[src/rtl/inst_fetch_ctrl.sv]
// Credit-based fetch pacing, in-order dual issue and flush recovery for the dual-bank instruction buffer.
// Optional performance counters are compiled in when IFC_PERF_CNT_EN is defined.
module inst_fetch_ctrl #(
    parameter int DEPTH        = 128,
    parameter int MAX_INFLIGHT = 4,
    parameter int REFILL_GAP   = 2,
    localparam int OW          = $clog2(DEPTH) + 1,
    localparam int IW          = $clog2(MAX_INFLIGHT) + 1
) (
    input  logic          clk,
    input  logic          rst,
    input  logic          flush,
    input  logic          stall,
    input  logic          pause,
    input  logic          icache_ready,
    input  logic [1:0]    resp_valid,
    input  logic [1:0]    backend_ready,
    output logic [1:0]    icache_fetch_inst_en,
    output logic [1:0]    send_inst_en,
    output logic          buf_flush,
    output logic [OW-1:0] occ0,
    output logic [OW-1:0] occ1,
    output logic [IW-1:0] inflight,
    output logic [1:0]    state,
    output logic          resp_err
`ifdef IFC_PERF_CNT_EN
   ,output logic [31:0]   perf_fetch_block,
    output logic [31:0]   perf_issue_bubble
`endif
);

    localparam int SW = ((OW > IW) ? OW : IW) + 1;
    localparam int GW = $clog2(REFILL_GAP + 1) + 1;

    typedef enum logic [1:0] {
        ST_RUN    = 2'd0,
        ST_DRAIN  = 2'd1,
        ST_REFILL = 2'd2
    } state_e;

    state_e        state_q, state_d;
    logic [OW-1:0] occ0_q, occ0_d;
    logic [OW-1:0] occ1_q, occ1_d;
    logic [IW-1:0] inflight_q, inflight_d;
    logic [GW-1:0] gap_cnt_q, gap_cnt_d;
    logic          resp_err_q, resp_err_d;

    logic          in_run;
    logic          issue_gate;
    logic          credit0, credit1;
    logic          fetch_ok;
    logic          send0, send1;
    logic          resp_any, resp_hit;
    logic          push0, push1;
    logic [SW-1:0] sum0, sum1;
    logic [IW-1:0] inflight_upd;

    // Every combinational output is qualified by rst so the block is silent
    // during reset, even though flush/icache_ready may still be toggling.
    always_comb begin
        in_run     = (state_q == ST_RUN);
        issue_gate = rst && in_run && !flush && !stall && !pause;

        sum0    = SW'(occ0_q) + SW'(inflight_q);
        sum1    = SW'(occ1_q) + SW'(inflight_q);
        credit0 = (sum0 < SW'(DEPTH));
        credit1 = (sum1 < SW'(DEPTH));

        fetch_ok = issue_gate && icache_ready
                && (inflight_q < IW'(MAX_INFLIGHT)) && credit0 && credit1;

        send0 = issue_gate && (occ0_q != '0) && backend_ready[0];
        send1 = issue_gate && (occ1_q != '0) && backend_ready[1] && send0;

        resp_any = |resp_valid;
        resp_hit = resp_any && (inflight_q != '0);
        push0    = resp_valid[0] && resp_hit;
        push1    = resp_valid[1] && resp_hit;

        inflight_upd = inflight_q + IW'(fetch_ok) - IW'(resp_hit);
    end

    assign icache_fetch_inst_en = {2{fetch_ok}};
    assign send_inst_en         = {send1, send0};
    assign buf_flush            = rst && (flush || (state_q == ST_DRAIN));
    assign occ0                 = occ0_q;
    assign occ1                 = occ1_q;
    assign inflight             = inflight_q;
    assign state                = state_q;
    assign resp_err             = resp_err_q;

    // NOTE: every _d signal gets a default at the top so no path through the
    // case statement can leave it unassigned and infer a latch.
    always_comb begin
        state_d    = state_q;
        occ0_d     = occ0_q;
        occ1_d     = occ1_q;
        inflight_d = inflight_upd;
        gap_cnt_d  = gap_cnt_q;
        resp_err_d = resp_err_q || (resp_any && (inflight_q == '0));

        unique case (state_q)
            ST_RUN: begin
                if (flush) begin
                    occ0_d = '0;
                    occ1_d = '0;
                    if (inflight_upd != '0) begin
                        state_d = ST_DRAIN;
                    end else begin
                        state_d   = ST_REFILL;
                        gap_cnt_d = GW'(REFILL_GAP);
                    end
                end else begin
                    occ0_d = occ0_q + OW'(push0) - OW'(send0);
                    occ1_d = occ1_q + OW'(push1) - OW'(send1);
                end
            end
            ST_DRAIN: begin
                occ0_d = '0;
                occ1_d = '0;
                if (inflight_upd == '0) begin
                    state_d   = ST_REFILL;
                    gap_cnt_d = GW'(REFILL_GAP);
                end
            end
            ST_REFILL: begin
                occ0_d = '0;
                occ1_d = '0;
                // A gap of 0 or 1 both leave after a single REFILL cycle.
                if (flush) begin
                    gap_cnt_d = GW'(REFILL_GAP);
                end else if (gap_cnt_q <= GW'(1)) begin
                    state_d   = ST_RUN;
                    gap_cnt_d = '0;
                end else begin
                    gap_cnt_d = gap_cnt_q - GW'(1);
                end
            end
            default: begin
                state_d    = ST_RUN;
                occ0_d     = '0;
                occ1_d     = '0;
                inflight_d = '0;
                gap_cnt_d  = '0;
            end
        endcase
    end

    // NOTE: sequential state is updated with non-blocking assignments only, so
    // every flop samples the pre-edge value of every other flop.
    always_ff @(posedge clk or negedge rst) begin
        if (!rst) begin
            state_q    <= ST_RUN;
            occ0_q     <= '0;
            occ1_q     <= '0;
            inflight_q <= '0;
            gap_cnt_q  <= '0;
            resp_err_q <= 1'b0;
        end else begin
            state_q    <= state_d;
            occ0_q     <= occ0_d;
            occ1_q     <= occ1_d;
            inflight_q <= inflight_d;
            gap_cnt_q  <= gap_cnt_d;
            resp_err_q <= resp_err_d;
        end
    end

`ifdef IFC_PERF_CNT_EN
    logic [31:0] perf_fetch_block_q, perf_fetch_block_d;
    logic [31:0] perf_issue_bubble_q, perf_issue_bubble_d;

    always_comb begin
        perf_fetch_block_d  = perf_fetch_block_q;
        perf_issue_bubble_d = perf_issue_bubble_q;
        if (in_run && !stall && !pause && icache_ready && !fetch_ok
            && (perf_fetch_block_q != 32'hFFFF_FFFF)) begin
            perf_fetch_block_d = perf_fetch_block_q + 32'd1;
        end
        if (in_run && backend_ready[0] && (occ0_q == '0)
            && (perf_issue_bubble_q != 32'hFFFF_FFFF)) begin
            perf_issue_bubble_d = perf_issue_bubble_q + 32'd1;
        end
    end

    always_ff @(posedge clk or negedge rst) begin
        if (!rst) begin
            perf_fetch_block_q  <= '0;
            perf_issue_bubble_q <= '0;
        end else begin
            perf_fetch_block_q  <= perf_fetch_block_d;
            perf_issue_bubble_q <= perf_issue_bubble_d;
        end
    end

    assign perf_fetch_block  = perf_fetch_block_q;
    assign perf_issue_bubble = perf_issue_bubble_q;
`endif

endmodule

[config.mk]
export PLATFORM = sky130hd
export DESIGN_NAME = inst_fetch_ctrl
export DESIGN_NICKNAME = d
export VERILOG_FILES = /design/src/rtl/inst_fetch_ctrl.sv
export SDC_FILE = /design/constraint.sdc
export NUM_CORES = 1
export LEC_CHECK = 0
export ABC_AREA = 0
export BUFFER_PORTS_ARGS = -buffer_cell sky130_fd_sc_hd__buf_2
export CORE_ASPECT_RATIO = 1.75
export CORE_MARGIN = 4
export CORE_UTILIZATION = 45
export CTS_BUF_LIST = sky130_fd_sc_hd__clkbuf_8
export DETAILED_ROUTE_END_ITERATION = 8
export HOLD_SLACK_MARGIN = 0.08
export PLACE_DENSITY = 0.66
export SYNTH_ARGS = -nofsm -noshare
export SYNTH_HDL_FRONTEND = slang
export SYNTH_SLANG_ARGS = --single-unit
[constraint.sdc]
create_clock -name clk -period 3.9 [get_ports clk]
set_input_delay 0.78 -clock clk [delete_from_list [all_inputs] [get_ports clk]]
set_output_delay 0.78 -clock clk [all_outputs]
set_load 0.01 [all_outputs]
==> summary.md <==
| Metric | Value |
|---|---|
| Fin crit period | `3.71 ns` |
| Post-cts resize count | `0` |
| First-pass GRT wire length | `9.43 mm` |
| P_leak | `1.27 nW` |
| Root buffer cell | `clkbuf_8` |
| Num rows | `33` |
| MaxCap Viol Count | `0` |
| Syn. warnings | `0` |
| Final WS setup | `0.185 ns` |
| RSZ-0062 raised after global routing | `no` |
| Die width | `60.9 um` |
| Proportion of layout cells with a drive suffix above 1 | `19.3%` |
| Post-Syn Area | `0.00220 mm2` |
| Most common cell after layout, fill and taps aside | `ha_1` |
| Pwr Density | `500 mW/mm2` |
| Cts bufs inserted | `3` |
| Max Clk Rate | `0.269 GHz` |
| Die H | `100 um` |
| Synth cell types | `50` |
| Footprint of the multi-input gates | `0.00142 mm2` |
| Slowest stage delay, CP | `0.54 ns` |
| Startpoint types | `input port` |
| Final Hold Viols | `0` |
| Io pins | `37` |
| Post-CTS repair timing setup buffer count | `0` |
| Sequential cell area | `626 um2` |
| Clk_skew | `0.00774 ns` |
| Slowest CP cell | `or4b_1` |
| Synth Instances | `244` |
| #FFs+latches synth | `25` |
| Final Max Tran Viols | `0` |
| Commonest non-fill, non-tap cells in the layout | `ha_1, buf_2, inv_1, dfrtp_1, nor2_1` |
| Critical path class | `input port to flop` |
| Tot Pwr | `1.26 mW` |
| Mapped Nets | `294` |
| Largest net degree at the start of global routing | `27` |
| H-tree depth | `1` |
| Final HPWL DP | `4.42 mm` |
| Worst-Skew Late Latency | `0.28 ns` |
| WL per Instance | `16.2 um` |
| Worst setup EP type | `flop` |
| GRT Overall Usage | `20.1%` |
| Worst hold path class | `flop to flop` |
| DRT Pass-1 Iters | `4` |
| DR iter-0 viols | `37` |
| Final period utilization | `95.3%` |
| Required @ worst endpoint | `4.10 ns` |
| Final wirelength | `5.46 mm` |
| Avg Cell Area, Syn | `9.01 um2` |
| Worst-Margin Slew | `0.605 ns` |
| CTS Buffer Depth | `2` |
| Initial antenna violation count | `0` |
| # setup viols final | `0` |
| Status | `completed` |
| VDD IR max | `0.352 mV` |
| Clk slew on worst S/H paths | `0.09 ns` |
| CTS tree | `done` |
| Synth-to-Final Area Change | `14.3%` |
| CTS sink count | `25` |
| Vias | `1912` |
| Global route total overflow | `0` |
| CORE AREA | `0.00471 mm2` |
| Hold_buf cts | `0` |
| Nets | `336` |
| Pre-CTS WS | `-0.151 ns` |
| I/O Buffers | `36` |
| Sequential area share after synthesis | `28.4%` |
| Worst-path maximum fanout | `4` |
| Rel. slew slack | `59.1%` |
| Worst path cell trace | `buf_2 > or3_4 > nor4b_4 > nand4b_1 > or4b_1 > ha_1 > inv_1 > ha_1 > fa_1 > xor3_1 > a31oi_1 > buf_4 > o21ai_0 > o21ai_0` |
| Antenna diodes | `0` |
| Vias/cell | `5.67` |
| Die ar. | `0.00611 mm2` |
| Asr flop ratio synth | `100%` |
| Critical path arrival | `3.91 ns` |
| DRT antenna net count | `0` |
| Post-route DRC | `0` |
| GPL Wtd Cong | `0.803` |
| Vias in the first global route | `1971` |
| Fillers | `469` |
| Number of synthesized flops with an enable pin | `0` |
| Ys flop type | `dfrtp_1` |
| Starting density of the core | `46.7%` |
-- layout make-up --
type	instances	share of cell area, %
clock inverter	1	0.149
timing repair buffer	48	10.7
tap	52	2.59
inverter	25	3.73
clock buffer	3	1.64
sequential	25	24.9
multi-input combinational	183	56.3
-- cells by family (layout without fill, tap and decap cells) --
kind of cell / count (synthesis) / in the layout / synth area share (%)
muxes: 1 / 1 / 0.455
AOI/OAI and AO/OA: 46 / 46 / 14.3
and+or+nand+nor: 91 / 91 / 23.2
xor gates and xnor gates: 5 / 5 / 2.67
buffers and inverters: 36 / 77 / 7.22
DFF: 25 / 25 / 28.4
adders and majority gates: 40 / 40 / 23.8
-- worst max-delay path, delay by kind of cell --
kind | cells | cell delay [ns]
AOI/OAI and AO/OA | 3 | 0.31
xor gates and xnor gates | 1 | 0.38
adders and majority gates | 3 | 0.86
buffers and inverters | 3 | 0.30
and+or+nand+nor | 4 | 1.29
-- metal layers --
metal / vias to the layer above / GRT usage (%) / share of wire, %
met3: 7 / 2.44 / 3.3
met4: 0 / 6.01 / 1.4
li1: 953 / - / -
met1: 923 / 22.8 / 39
met2: 29 / 37.5 / 56
met5: - / 0 / 0
-- worst paths after layout --
check,endpoint,start,slack (ns),cells past startpoint
worst max-delay path,gap_cnt_q[2],flush,0.19,14
worst min-delay path,resp_err,resp_err,0.47,1
worst max register to register,gap_cnt_q[2],inflight[2],0.31,14
worst min register to register,resp_err,resp_err,0.47,1
max in group asynchronous,gap_cnt_q[2],rst,3.12,2
min in group asynchronous,occ1[5],rst,0.51,2
-- report_power, final --
group / internal (mW) / total (mW) / switching [mW]
sequential: 0.323 / 0.400 / 0.0767
clock: 0.0708 / 0.161 / 0.0902
combinational: 0.329 / 0.698 / 0.369
total: 0.722 / 1.26 / 0.536
-- through the flow --
stage	hold WS (ns)	cells	setup TNS (ns)	utilization [%]	instance area, um2
2_1_floorplan	0.474	244	0	-	2200
3_3_place_gp	0.464	333	-0.106	52.5	2470
3_5_place_dp	0.464	333	-0.421	52.5	2470
4_1_cts	0.485	337	0	53.4	2510
5_1_grt	0.538	337	0	53.4	2510
6_report	0.474	337	0	53.4	2510
-- sequential cells by signal, summed over array words and instances, names as in the netlist --
name / flops
occ0: 8
occ1: 8
gap_cnt_q: 3
inflight: 3
state: 2
resp_err: 1
-- synthesized netlist by cell type (3+ instances only) --
library cell | n | share of area [%]
inv_1 | 25 | 4.3
nor3_1 | 10 | 2.3
and3_1 | 7 | 2.0
nand2_1 | 12 | 2.0
nand4_1 | 4 | 1.1
nand3_1 | 9 | 2.0
fa_1 | 3 | 2.7
nor2_1 | 22 | 3.8
and2_1 | 4 | 1.1
o211ai_1 | 4 | 1.4
a31oi_1 | 3 | 0.85
o21bai_1 | 3 | 1.0
buf_4 | 4 | 1.4
dfrtp_1 | 25 | 28
ha_1 | 37 | 21
nor4b_1 | 3 | 1.2
clkbuf_1 | 5 | 0.85
or3_1 | 5 | 1.4
or4_1 | 3 | 1.0
a21oi_1 | 12 | 2.7
o21ai_0 | 5 | 1.1
No activity file was read; power rests on OpenSTA's default activity.
